===== src/rtl/uart_pkg.sv =====
// Shared types and constants for the UART transmit arbiter.
package uart_pkg;

    typedef enum logic [1:0] {
        StIdle,
        StEcho,
        StMsg,
        StWait
    } state_e;

    localparam int unsigned MSG_LEN = 15;

    localparam logic [7:0] CR = 8'h0D;
    localparam logic [7:0] LF = 8'h0A;

endpackage


===== src/rtl/msg_rom.sv =====
// Combinational ROM holding the burst text "Hello, world!" followed by CR LF.
module msg_rom
    import uart_pkg::*;
(
    input  logic [3:0] idx,
    output logic [7:0] data
);

    always_comb begin
        data = 8'h00;
        case (idx)
            4'd0:    data = 8'h48;
            4'd1:    data = 8'h65;
            4'd2:    data = 8'h6C;
            4'd3:    data = 8'h6C;
            4'd4:    data = 8'h6F;
            4'd5:    data = 8'h2C;
            4'd6:    data = 8'h20;
            4'd7:    data = 8'h77;
            4'd8:    data = 8'h6F;
            4'd9:    data = 8'h72;
            4'd10:   data = 8'h6C;
            4'd11:   data = 8'h64;
            4'd12:   data = 8'h21;
            4'd13:   data = CR;
            4'd14:   data = LF;
            default: data = 8'h00;
        endcase
    end

endmodule


===== src/rtl/uart_tx_arb.sv =====
// Arbitrates a one-entry echo buffer and a periodic message burst onto a UART transmitter.
// Define UART_TX_ARB_OVF_EN to build the sticky echo-overflow flag; otherwise ovf is tied low.
module uart_tx_arb #(
    parameter int unsigned PERIOD  = 100000000,
    parameter int unsigned MSG_LEN = uart_pkg::MSG_LEN
) (
    input  logic       clk,
    input  logic       rst,
    input  logic       mode,
    input  logic [7:0] rx_data,
    input  logic       rx_valid,
    output logic       rx_ack,
    input  logic       tx_rdy,
    output logic [7:0] tx_data,
    output logic       tx_wr,
    output logic       busy,
    output logic       ovf
);

    import uart_pkg::state_e;
    import uart_pkg::StIdle;
    import uart_pkg::StEcho;
    import uart_pkg::StMsg;
    import uart_pkg::StWait;

    localparam logic [26:0] PeriodLast = 27'(PERIOD - 1);
    localparam logic [3:0]  IdxLast    = 4'(MSG_LEN - 1);

    state_e      state_q, state_d;
    state_e      ret_q, ret_d;
    logic        wait_first_q, wait_first_d;
    logic [3:0]  idx_q, idx_d;
    logic [26:0] cnt_q, cnt_d;
    logic        pending_q, pending_d;
    logic [7:0]  buf_q, buf_d;
    logic        buf_full_q, buf_full_d;
    logic        rx_prev_q;

    logic [7:0]  rom_data;
    logic        rx_rise;
    logic        drain;
    logic        capture;
    logic        last_wr;
    logic        wr;
    logic [7:0]  wr_data;

    msg_rom u_msg_rom (
        .idx  (idx_q),
        .data (rom_data)
    );

    assign rx_rise = rx_valid & ~rx_prev_q;
    assign drain   = (state_q == StEcho) & tx_rdy & ~rst;
    // A drain in the same cycle frees the entry, so the new byte is still accepted.
    assign capture = rx_rise & (~buf_full_q | drain);

    always_comb begin
        state_d      = state_q;
        ret_d        = ret_q;
        wait_first_d = wait_first_q;
        idx_d        = idx_q;
        last_wr      = 1'b0;
        wr           = 1'b0;
        wr_data      = 8'h00;
        unique case (state_q)
            StIdle: begin
                if (pending_q && tx_rdy) begin
                    state_d = StMsg;
                end else if (buf_full_q && tx_rdy) begin
                    state_d = StEcho;
                end
            end
            StEcho: begin
                if (tx_rdy) begin
                    wr           = 1'b1;
                    wr_data      = buf_q;
                    ret_d        = StIdle;
                    state_d      = StWait;
                    wait_first_d = 1'b1;
                end
            end
            StMsg: begin
                if (tx_rdy) begin
                    wr           = 1'b1;
                    wr_data      = rom_data;
                    state_d      = StWait;
                    wait_first_d = 1'b1;
                    if (idx_q < IdxLast) begin
                        idx_d = idx_q + 4'd1;
                        ret_d = StMsg;
                    end else begin
                        idx_d   = 4'd0;
                        ret_d   = StIdle;
                        last_wr = 1'b1;
                    end
                end
            end
            StWait: begin
                // The transmitter may not have dropped tx_rdy yet in the first cycle.
                if (wait_first_q) begin
                    wait_first_d = 1'b0;
                end else if (tx_rdy) begin
                    state_d = ret_q;
                end
            end
            default: state_d = StIdle;
        endcase
    end

    always_comb begin
        cnt_d     = cnt_q;
        pending_d = pending_q;
        if (!mode) begin
            cnt_d     = '0;
            pending_d = 1'b0;
        end else begin
            if (cnt_q == PeriodLast) begin
                cnt_d = '0;
            end else begin
                cnt_d = cnt_q + 27'd1;
            end
            // A tick while a burst is still pending is lost.
            if (pending_q) begin
                pending_d = ~last_wr;
            end else begin
                pending_d = (cnt_q == PeriodLast);
            end
        end
    end

    always_comb begin
        buf_d      = buf_q;
        buf_full_d = buf_full_q;
        if (drain) begin
            buf_full_d = 1'b0;
        end
        if (capture) begin
            buf_d      = rx_data;
            buf_full_d = 1'b1;
        end
    end

    always_ff @(posedge clk) begin
        if (rst) begin
            state_q      <= StIdle;
            ret_q        <= StIdle;
            wait_first_q <= 1'b0;
            idx_q        <= 4'd0;
            cnt_q        <= '0;
            pending_q    <= 1'b0;
            buf_q        <= 8'h00;
            buf_full_q   <= 1'b0;
            rx_prev_q    <= 1'b1;
        end else begin
            state_q      <= state_d;
            ret_q        <= ret_d;
            wait_first_q <= wait_first_d;
            idx_q        <= idx_d;
            cnt_q        <= cnt_d;
            pending_q    <= pending_d;
            buf_q        <= buf_d;
            buf_full_q   <= buf_full_d;
            rx_prev_q    <= rx_valid;
        end
    end

`ifdef UART_TX_ARB_OVF_EN
    logic ovf_q, ovf_d;

    always_comb begin
        ovf_d = ovf_q;
        if (rx_rise && !capture) begin
            ovf_d = 1'b1;
        end
    end

    always_ff @(posedge clk) begin
        if (rst) begin
            ovf_q <= 1'b0;
        end else begin
            ovf_q <= ovf_d;
        end
    end

    assign ovf = ovf_q;
`else
    assign ovf = 1'b0;
`endif

    // Strobes are gated by rst so an abort takes effect in the cycle it is asserted.
    assign tx_wr   = wr & ~rst;
    assign tx_data = rst ? 8'h00 : wr_data;
    assign rx_ack  = capture & ~rst;
    assign busy    = buf_full_q | (state_q == StMsg) |
                     ((state_q == StWait) && (ret_q == StMsg));

endmodule

===== config.mk =====
export PLATFORM = sky130hd
export DESIGN_NAME = uart_tx_arb
export DESIGN_NICKNAME = d
export VERILOG_FILES = /design/src/rtl/uart_pkg.sv /design/src/rtl/msg_rom.sv /design/src/rtl/uart_tx_arb.sv
export SDC_FILE = /design/constraint.sdc
export NUM_CORES = 1
export LEC_CHECK = 0
export BUFFER_PORTS_ARGS = -buffer_cell sky130_fd_sc_hd__buf_2
export CAP_MARGIN = 20
export CORE_ASPECT_RATIO = 0.9
export CORE_MARGIN = 2
export CORE_UTILIZATION = 40
export DETAILED_ROUTE_END_ITERATION = 16
export HOLD_SLACK_MARGIN = 0.05
export PLACE_DENSITY_LB_ADDON = 0.08
export SKIP_LAST_GASP = 1
export SYNTH_ARGS = -nofsm -noshare
export SYNTH_HDL_FRONTEND = slang
export SYNTH_SLANG_ARGS = --single-unit

===== constraint.sdc =====
create_clock -name clk -period 2.75 [get_ports clk]
set_clock_uncertainty 0.05 [all_clocks]
set_input_delay 0.825 -clock clk [delete_from_list [all_inputs] [get_ports clk]]
set_output_delay 0.825 -clock clk [all_outputs]
set_load 0.02 [all_outputs]

**Word level (Yosys, flattened, before mapping)**

Memories as Yosys holds them, arrays and structs flattened. A register that Yosys moved wholly into a read port is not among the register bits.
Index checks and enable logic that the tools add are counted.

- Add/sub/neg operators: 2
- Order comparisons: 1
- Eq/ne operators: 11
- Muxes and demuxes: 27
- Bitwise operators: 14
- Reductions and logical operators: 14

Operators with widths:

| cell | count |
|---|---|
| adder 27 x 1 -> 27 bit, second input constant | 1 |
| == test 27 bit, second input constant | 1 |
| two-way mux 8 bit | 3 |
| two-way mux 2 bit | 8 |
| case mux 8 bit (2 select lines) | 1 |
| two-way mux 4 bit | 3 |
| two-way mux 1 bit | 9 |
| inequality test 2 bit, second input constant | 4 |
| AND 1 bit | 6 |
| == test 2 bit, second input constant | 3 |
| case mux 2 bit (3 select lines) | 1 |
| nonzero test 2 bit | 3 |
| inverter 1 bit | 5 |
| adder 4 x 1 -> 4 bit, second input constant | 1 |
| less-than comparator 4 bit, second input constant | 1 |
| case mux 2 bit (2 select lines) | 1 |
| AND reduction 2 bit | 2 |
| AND reduction 4 bit | 1 |
| OR reduction 2 bit | 2 |
| logical AND 1 bit | 3 |
| inequality test 3 bit, second input constant | 1 |
| OR 1 bit | 3 |
| AND reduction 3 bit | 1 |
| OR reduction 3 bit | 1 |
| other kinds (4) | 4 |

- Flip-flop bits (word level): 47
- ROM bits: 112
- Bits of input ports: 13
- Output and inout port bits: 12
- Word-level logic and storage cells: 79
- Memories kept: 1

Memory list:

| name | depth | bits a word | rd ports | clocked after Yosys merged registers in | write ports | line | RTL |
|---|---|---|---|---|---|---|---|
| (no name shown) | 16 | 7 | 1 | 1 | 0 | msg_rom.sv:11 | `case (idx)` |

**Longest topological paths before layout**

Gate-level depths: netlist of run 1.

- Depth after elaboration: 6
- Depth in mapped cells: 11
- Depth with buffers taken out: 10

**Cells and area by module**

From an unflattened synthesis of run 1, not the netlist that was laid out.

- Cells, all modules: 306
- Area, all modules: 2,592.5 µm²

Modules (own cells, without submodules):

| module | instances | cells an instance | area an instance (µm²) | seq. area each (µm²) |
|---|---|---|---|---|
| uart_tx_arb | 1 | 270 | 2,328.5 | 920.9 |
| msg_rom | 1 | 36 | 264.0 | 0.0 |

**Least setup slack after synthesis of run 1**

Ideal clock, no wire load.

- Path type: input-to-output
- From: input port tx_rdy
- To: output port rx_ack
- Arrival: 2,017 ps
- Data required time: 1,875 ps
- Setup slack: -142 ps
- Cell stages on the path: 5
- Buffers on the path: 2
- Path through: clkbuf_1 nand3b_1 a21boi_0 buf_1 and2_1

- Word-level cells in the longest chain between the ends: 5

RTL lines:

| element | line | RTL |
|---|---|---|
| from (decl) | uart_tx_arb.sv:13 | `input logic tx_rdy,` |
| AND 1 bit (2 in series) | uart_tx_arb.sv:53 | `assign drain = (state_q == StEcho) & tx_rdy & ~rst;` |
| OR 1 bit | uart_tx_arb.sv:55 | `assign capture = rx_rise & (~buf_full_q \| drain);` |
| AND 1 bit | uart_tx_arb.sv:55 |  |
| AND 1 bit | uart_tx_arb.sv:193 | `assign rx_ack = capture & ~rst;` |
| to (decl) | uart_tx_arb.sv:12 | `output logic rx_ack,` |

No other way between the ends.

**Worst setup path after layout of run 1**

- From: register state_q[0]
- To: output port busy

- Word-level cells in the longest chain between the ends: 3
- Elaborated cells between the ends (all ways): 5
- Classes of those cells: 2 x eq/ne; 2 x bitwise; 1 x reduce/logical

RTL lines:

| element | line | RTL |
|---|---|---|
| from (decl) | uart_tx_arb.sv:29 | `state_e state_q, state_d;` |
| from (signal assigned) | uart_tx_arb.sv:145 | `state_q <= StIdle;` |
| from (signal assigned) | uart_tx_arb.sv:155 | `state_q <= state_d;` |
| == test 2 bit, on equally long branches | uart_tx_arb.sv:194, uart_tx_arb.sv:195 |  |
| OR 1 bit / logical AND 1 bit (equally long branches) | uart_tx_arb.sv:194, uart_tx_arb.sv:195 |  |
| OR 1 bit * | uart_tx_arb.sv:194 | `assign busy = buf_full_q \| (state_q == StMsg) \|` |
| to (decl) | uart_tx_arb.sv:16 | `output logic busy,` |

Every way passes the cells marked *; elsewhere a longest branch is shown, timed or not.

==> metrics.txt, run 1 <==
# TYPE chip_impl_metric gauge
chip_impl_metric{name="netlist_instances",unit=""} 316
chip_impl_metric{name="die_height",unit="um"} 82.5
chip_impl_metric{name="routed_wl",unit="um"} 5820
chip_impl_info{name="synth.largest_area_cell",value="dfxtp_1"} 1
chip_impl_metric{name="fin_setup_tns",unit="ns"} 0
chip_impl_metric{name="cts_buffer_depth",unit=""} 2
chip_impl_info{name="setup_repair_after_global_routing_missed_its_margin",value="false"} 1
chip_impl_metric{name="first_pass_grt_wire_length",unit="um"} 9890
chip_impl_metric{name="number_of_antenna_violations_at_the_first_check_in_global_routing",unit=""} 0
chip_impl_metric{name="post_drt_wl_per_cell",unit="um"} 13.3
chip_impl_metric{name="yosys_register_bits",unit=""} 53
chip_impl_metric{name="drt_iter0_drc",unit=""} 104
chip_impl_metric{name="floorplan.initialDensity",unit="%"} 41.5
chip_impl_metric{name="unique_cell_type_count_in_the_yosys_netlist",unit=""} 50
chip_impl_metric{name="synth-edff-count",unit=""} 0
chip_impl_metric{name="share_of_post_route_cells_with_drive_strength_above_1",unit="%"} 17.6
chip_impl_metric{name="post-dp-hpwl",unit="um"} 4300
chip_impl_info{name="outcome",value="complete, no violations"} 1
chip_impl_metric{name="finalCritPeriodShare",unit="%"} 94.7
chip_impl_info{name="setup.worst_path.class",value="flop to output port"} 1
chip_impl_metric{name="syn2layout_area_growth",unit="%"} 13.9
chip_impl_metric{name="postSynthNetCount",unit=""} 343
chip_impl_info{name="critical-path-slowest-cell",value="dfxtp_2"} 1
chip_impl_metric{name="multi_input_area",unit="um2"} 1560
chip_impl_metric{name="worst_ep_arrival_time",unit="ns"} 1.73
chip_impl_metric{name="ant_nets",unit=""} 0
chip_impl_metric{name="fraction_of_registers_with_async_set_or_reset_after_synthesis",unit="%"} 0
chip_impl_metric{name="maxCapViolCount",unit=""} 0
chip_impl_metric{name="grt_pass1_vias",unit=""} 2060
chip_impl_metric{name="floorplan.rows",unit=""} 28
chip_impl_metric{name="antenna-diode-count",unit=""} 0
chip_impl_metric{name="post-route-min-period",unit="ns"} 2.60
chip_impl_info{name="root_buffer",value="clkbuf_8"} 1
chip_impl_metric{name="cts-htree-levels",unit=""} 2
chip_impl_metric{name="postCtsSetupBuffers",unit=""} 0
chip_impl_info{name="worst_path_dominant_cell_family",value="buffers and inverters"} 1
chip_impl_metric{name="drc",unit=""} 0
chip_impl_metric{name="critical_path_peak_fanout",unit=""} 8
chip_impl_metric{name="worst_ir_drop_vdd",unit="uV"} 282
chip_impl_metric{name="synth.avg_cell_area",unit="um2"} 8.66
chip_impl_metric{name="timing.max_slew.rel_slack",unit="%"} 44.5
chip_impl_metric{name="critical_path.max_stage_delay",unit="ns"} 0.37
chip_impl_metric{name="p_leak",unit="nW"} 1.20
chip_impl_metric{name="avgViaCountPerCell",unit=""} 5.19
chip_impl_metric{name="clk_latency",unit="ns"} 0.31
chip_impl_metric{name="fmaxAchievable",unit="MHz"} 384
chip_impl_metric{name="synth_area_in_simple_gates",unit="%"} 23.7
chip_impl_info{name="class_of_the_tightest_hold_or_removal_check",value="flop to flop"} 1
chip_impl_info{name="path_cells",value="inv_1 -> ha_1 -> buf_4 -> a211o_1 -> buf_2"} 1
chip_impl_metric{name="register_area",unit="um2"} 1060
chip_impl_metric{name="synth_area_in_adders",unit="%"} 6.40
chip_impl_metric{name="timing_max_transition_violations_final",unit=""} 0
chip_impl_metric{name="layout.nets",unit=""} 372
chip_impl_metric{name="io_buffer_count",unit=""} 23
chip_impl_metric{name="post_synth_instance_area",unit="um2"} 2740
chip_impl_info{name="tritoncts",value="done"} 1
chip_impl_metric{name="gp_congestion",unit=""} 0.761
chip_impl_metric{name="core",unit="um2"} 6590
chip_impl_metric{name="track_usage",unit="%"} 16.4
chip_impl_metric{name="yosys.area_share.xor_xnor",unit="%"} 4.48
chip_impl_metric{name="drtPass1Iterations",unit=""} 4
chip_impl_info{name="end_kind",value="output port"} 1
chip_impl_metric{name="total_power",unit="mW"} 1.37
chip_impl_metric{name="die-area",unit="um2"} 7520
chip_impl_metric{name="hold_violations",unit=""} 0
chip_impl_metric{name="synth_compound_gate_area_share",unit="%"} 13.9
chip_impl_metric{name="yosys-mux-area-fraction",unit="%"} 7.82
chip_impl_metric{name="globalRouteOverflowTotal",unit=""} 0
chip_impl_info{name="largest_family_of_logic_cells_by_synthesized_area",value="simple AND/OR/NAND/NOR gates"} 1
chip_impl_metric{name="power_density",unit="nW/um2"} 440
chip_impl_metric{name="io-pin-count",unit=""} 25
chip_impl_info{name="postSynth.topFlopCell",value="dfxtp_1"} 1
chip_impl_info{name="startpoint_type",value="flop"} 1
chip_impl_metric{name="clkSinkCount",unit=""} 53
chip_impl_metric{name="path_buf_inv",unit=""} 3
chip_impl_metric{name="required",unit="ns"} 1.88
chip_impl_metric{name="grt_max_degree",unit=""} 18
chip_impl_metric{name="finalSetupViolCount",unit=""} 0
chip_impl_metric{name="fillers",unit=""} 671
chip_impl_metric{name="synth-seq-area-share",unit="%"} 38.8
chip_impl_metric{name="vias",unit=""} 2265
chip_impl_metric{name="cts_made_buffers",unit=""} 5
chip_impl_metric{name="synthDominantCellAreaShare",unit="%"} 38.8
chip_impl_info{name="synth.area.top_cells",value="dfxtp_1 (39%), mux2i_1 (6.6%), ha_1 (6.4%)"} 1
chip_impl_metric{name="worst_pin_slew",unit="ns"} 0.829
chip_impl_metric{name="synth_warnings",unit=""} 0
chip_impl_metric{name="worst_setup_hold_path_clk_slew",unit="ns"} 0.10
chip_impl_metric{name="fp.dieW",unit="um"} 91.2
[power breakdown]
group | internal, mW | total, mW | switching, mW
sequential | 0.781 | 0.790 | 0.00962
clock | 0.179 | 0.452 | 0.273
combinational | 0.0560 | 0.129 | 0.0726
[layout make-up]
class	count	area share, %
multi-input cells	231	50.1
flip-flops and latches	53	34.1
repair buffers	38	7.31
well taps	90	3.61
clock buffers	5	2.21
inverters	16	1.93
clock inverters	3	0.723
[worst reg2reg max path: stages (launching register included)]
cell	delay, ns
dfxtp_2	0.37
inv_1	0.10
ha_1	0.31
and4_1	0.26
a21oi_1	0.18
nand2b_1	0.12
buf_4	0.17
ha_1	0.21
nor2_1	0.12
mux2i_1	0.08
mux2_2	0.30
[worst paths after layout]
| kind | from | to | slack (ns) | depth (start not counted) |
|---|---|---|---|---|
| worst min register to register | cnt_q[0] | cnt_q[0] | 0.42 | 1 |
| worst max-delay path | state_q[0] | busy | 0.15 | 5 |
| worst max register to register | state_q[0] | u_msg_rom.data[3] | 0.35 | 10 |
| worst min-delay path | cnt_q[0] | cnt_q[0] | 0.42 | 1 |
[cell usage in the layout, fill, tap and decap left out, types with 3 or more instances in the layout]
| cell type | count |
|---|---|
| buf_4 | 15 |
| or3_1 | 7 |
| or4_1 | 3 |
| nor2b_1 | 3 |
| a22oi_1 | 7 |
| nand2b_1 | 4 |
| buf_2 | 23 |
| clkinvlp_4 | 3 |
| o31ai_1 | 4 |
| nor2_1 | 35 |
| ha_1 | 13 |
| a21oi_1 | 20 |
| clkbuf_8 | 5 |
| mux2_2 | 3 |
| nand3_1 | 18 |
| and2_1 | 4 |
| and4_1 | 5 |
| nand4_1 | 8 |
| xor2_1 | 9 |
| and3_1 | 5 |
| dfxtp_1 | 52 |
| inv_1 | 16 |
| xnor2_1 | 5 |
| mux2i_1 | 18 |
| nand2_1 | 19 |
| o21ai_0 | 11 |
[registers in the layout, summed over array words and instances, names as in the netlist]
register / count
cnt_q: 27
buf_q: 8
u_msg_rom.data: 7
idx_q: 4
state_q: 2
buf_full_q: 1
pending_q: 1
ret_q: 1
rx_prev_q: 1
wait_first_q: 1
[stage by stage]
| step | utilization [%] | cells | hold slack [ns] | cell area, um2 | setup slack (ns) |
|---|---|---|---|---|---|
| finish | 47.3 | 436 | 0.420 | 3120 | 0.147 |
| global route | 47.3 | 436 | 0.435 | 3120 | 0.0104 |
| CTS | 47.1 | 436 | 0.422 | 3100 | 0.0334 |
| detailed placement | 45.7 | 428 | 0.396 | 3010 | 0.212 |
| global placement | 45.7 | 428 | 0.397 | 3010 | 0.195 |
| floorplan | - | 316 | 0.376 | 2740 | 0.0612 |
[what timing repair did]
item,in CTS,in global routing
endpoints found under the hold margin,0,0
gates resized for setup,0,3
endpoints found under the setup margin,0,8
hold buffers,0,0
[layer usage]
| metal | share of wire, % | vias to the layer above | track usage (%) |
|---|---|---|---|
| met5 | 0 | - | 0 |
| met4 | 1.1 | 0 | 4.55 |
| met3 | 4.2 | 5 | 3.45 |
| met2 | 41 | 43 | 23.3 |
| met1 | 54 | 1042 | 24.9 |
| li1 | - | 1175 | - |
[cell families after synthesis]
family / after synthesis
simple gates: 122
compound gates: 59
flops: 53
buf+inv: 32
mux: 21
fa+ha+maj: 14
xor+xnor: 14
other cells: 1
[synthesized netlist by cell type (all sizes together), types with 2 or more instances]
master,n
a21oi,22
a22oi,7
and2,4
and3,5
and4,5
buf,8
clkbuf,8
dfxtp,53
ha,14
inv,16
mux2,3
mux2i,18
nand2,19
nand2b,4
nand3,18
nand4,8
nor2,35
nor2b,3
o211ai,2
o21ai,11
o31a,2
o31ai,5
or3,7
or4,5
or4b,2
xnor2,5
xor2,9
(Power assumes the default switching activity.)
==> run 2, diff against run 1 <==
Settings changed: CORE_UTILIZATION 40 to 53.
==> metrics.txt, run 2 (same netlist as run 1, synthesis figures left out) <==
# TYPE chip_impl_metric gauge
chip_impl_info{name="outcome",value="complete, no violations"} 1
chip_impl_metric{name="r2r.worst_path.cells",unit=""} 10
chip_impl_info{name="setup.worst_path.class",value="flop to output port"} 1
chip_impl_metric{name="clk_latency",unit="ns"} 0.31
chip_impl_info{name="setup_repair_after_global_routing_missed_its_margin",value="false"} 1
chip_impl_metric{name="finish.cell_count_without_fillers",unit=""} 408
chip_impl_metric{name="cts-hold-fix-buffers",unit=""} 0
chip_impl_metric{name="worst_ep_arrival_time",unit="ns"} 1.73
chip_impl_info{name="root_buffer",value="clkbuf_8"} 1
chip_impl_metric{name="drt_iter0_drc",unit=""} 101
chip_impl_info{name="end_kind",value="output port"} 1
chip_impl_metric{name="met2WireLength",unit="um"} 2360
chip_impl_metric{name="floorplan.rows",unit=""} 24
chip_impl_metric{name="cts_buffer_depth",unit=""} 2
chip_impl_metric{name="required",unit="ns"} 1.88
chip_impl_info{name="mostFrequentLayoutCells",value="dfxtp_1 (52), nor2_1 (35), buf_2 (23)"} 1
chip_impl_info{name="worst_hold_startpoint",value="cnt_q[0]"} 1
chip_impl_metric{name="fin_setup_tns",unit="ns"} 0
chip_impl_info{name="regToRegEndpoint",value="u_msg_rom.data[3]"} 1
chip_impl_metric{name="die_height",unit="um"} 72.2
chip_impl_info{name="final_common_cell",value="dfxtp_1"} 1
chip_impl_metric{name="drt-met1-wl",unit="um"} 3060
chip_impl_info{name="worstReg2RegStart",value="state_q[0]"} 1
chip_impl_metric{name="worst_pin_slew",unit="ns"} 0.549
chip_impl_metric{name="largest_register_ffs",unit=""} 27
chip_impl_metric{name="die-area",unit="um2"} 5750
chip_impl_info{name="tritoncts",value="done"} 1
chip_impl_metric{name="antenna-diode-count",unit=""} 0
chip_impl_metric{name="timing.max_slew.rel_slack",unit="%"} 63.4
chip_impl_metric{name="number_of_antenna_violations_at_the_first_check_in_global_routing",unit=""} 0
chip_impl_metric{name="post_drt_wl_per_cell",unit="um"} 13.9
chip_impl_metric{name="core",unit="um2"} 4920
chip_impl_metric{name="ant_nets",unit=""} 0
chip_impl_metric{name="worst_setup_hold_path_clk_slew",unit="ns"} 0.10
chip_impl_metric{name="track_usage",unit="%"} 21.8
chip_impl_metric{name="holdWs",unit="ns"} 0.423
chip_impl_metric{name="p_leak",unit="nW"} 1.22
chip_impl_metric{name="hold_violations",unit=""} 0
chip_impl_metric{name="r2r_setup_slack",unit="ns"} 0.43
chip_impl_metric{name="io_buffer_count",unit=""} 23
chip_impl_metric{name="clkSinkCount",unit=""} 53
chip_impl_metric{name="met3_length",unit="um"} 192
chip_impl_metric{name="post-route-min-period",unit="ns"} 2.60
chip_impl_metric{name="share_of_post_route_cells_with_drive_strength_above_1",unit="%"} 17.2
chip_impl_metric{name="drc",unit=""} 0
chip_impl_metric{name="finalSetupViolCount",unit=""} 0
chip_impl_metric{name="drtPass1Iterations",unit=""} 4
chip_impl_metric{name="syn2layout_area_growth",unit="%"} 13.3
chip_impl_metric{name="globalRouteOverflowTotal",unit=""} 0
chip_impl_metric{name="fmaxAchievable",unit="MHz"} 384
chip_impl_metric{name="gp_congestion",unit=""} 0.803
chip_impl_metric{name="fp.dieW",unit="um"} 79.7
chip_impl_metric{name="critical_path_peak_fanout",unit=""} 6
chip_impl_metric{name="dp.cells",unit=""} 400
chip_impl_metric{name="routed_wl",unit="um"} 5680
chip_impl_metric{name="floorplan.initialDensity",unit="%"} 55.6
chip_impl_metric{name="grt_pass1_vias",unit=""} 2165
chip_impl_metric{name="worst_ir_drop_vdd",unit="uV"} 307
chip_impl_metric{name="fillers",unit=""} 451
chip_impl_metric{name="post-dp-hpwl",unit="um"} 4080
chip_impl_metric{name="timing_max_transition_violations_final",unit=""} 0
chip_impl_metric{name="cts-htree-levels",unit=""} 2
chip_impl_info{name="class_of_the_tightest_hold_or_removal_check",value="flop to flop"} 1
chip_impl_info{name="highest_layer",value="met4"} 1
chip_impl_metric{name="first_pass_grt_wire_length",unit="um"} 9980
chip_impl_metric{name="vias",unit=""} 2277
chip_impl_metric{name="maxCapViolCount",unit=""} 0
chip_impl_metric{name="avgViaCountPerCell",unit=""} 5.58
chip_impl_metric{name="hold_depth",unit=""} 1
chip_impl_info{name="startpoint_type",value="flop"} 1
chip_impl_info{name="timing.hold.worst_endpoint",value="cnt_q[0]"} 1
chip_impl_metric{name="finalCritPeriodShare",unit="%"} 94.7
chip_impl_metric{name="io-pin-count",unit=""} 25
chip_impl_metric{name="power_density",unit="nW/um2"} 497
chip_impl_metric{name="final_core_utilization",unit="%"} 63.0
chip_impl_metric{name="grt_max_degree",unit=""} 26
chip_impl_metric{name="layout.nets",unit=""} 369
chip_impl_metric{name="cts_made_buffers",unit=""} 5
chip_impl_info{name="max_flop_register",value="cnt_q"} 1
[run 2: cell types whose count changed in the layout (fill, tap and decap cells not counted)]
cell and delta:
ha_4 -1, buf_4 -3, bufinv_16 +2, clkinv_2 +1, ha_2 +1, nand3_1 -1
nand3_2 +1, clkinvlp_4 -3
[run 2: final cells by class]
cell class / count / area, um2 / area share (%)
Sequential cell: 53 / 1060 / 34.3
Tap cell: 65 / 81.3 / 2.62
Inverter: 16 / 60.1 / 1.94
Timing Repair Buffer: 35 / 205 / 6.62
Multi-Input combinational cell: 231 / 1560 / 50.2
Clock inverter: 3 / 65.1 / 2.10
Clock buffer: 5 / 68.8 / 2.22
[run 2: repair_timing]
action / in CTS / in global routing
setup endpoints to repair: 0 / 6
buffers inserted: 0 / 0
resized for setup: 0 / 3
[run 2: worst max-delay path: stages (launching register included)]
cell and delay (ns):
dfxtp_1 0.38, inv_1 0.09, ha_2 0.40, nand3_2 0.12, buf_4 0.17, nor2_1 0.09, buf_2 0.16
[run 2: how the worst max path moves through the flow]
| stage | from | to | slack [ns] | cells past startpoint |
|---|---|---|---|---|
| 5_1_grt | state_q[1] | tx_data[6] | 0.02 | 6 |
| 3_5_place_dp | tx_rdy | tx_data[6] | 0.18 | 5 |
| 2_1_floorplan | tx_rdy | tx_data[7] | 0.06 | 4 |
| 4_1_cts | state_q[0] | tx_data[6] | 0.02 | 6 |
| 3_3_place_gp | tx_rdy | u_msg_rom.data[3] | 0.22 | 9 |
| 6_report | state_q[1] | tx_data[6] | 0.15 | 6 |
[run 2: layer usage]
| metal | global-route usage (%) | vias up |
|---|---|---|
| met5 | 0 | - |
| met4 | 6.40 | 0 |
| met3 | 3.86 | 8 |
| met2 | 31.7 | 34 |
| met1 | 33.0 | 1073 |
| li1 | - | 1162 |
[run 2: per-stage QoR]
step	worst slack (ns)	power, mW	area, um2
after floorplan	0.0612	0.886	2740
after global placement	0.215	0.924	2960
after detailed placement	0.180	0.926	2960
after CTS	0.0152	1.55	3090
after global routing	0.0203	1.60	3100
final	0.145	1.54	3100
[run 2: power by group]
part           switching [mW]  total [mW]  internal [mW]
clock network           0.265       0.627          0.362
registers             0.00940       0.790          0.781
logic                  0.0729       0.123         0.0498
total                   0.347        1.54           1.19
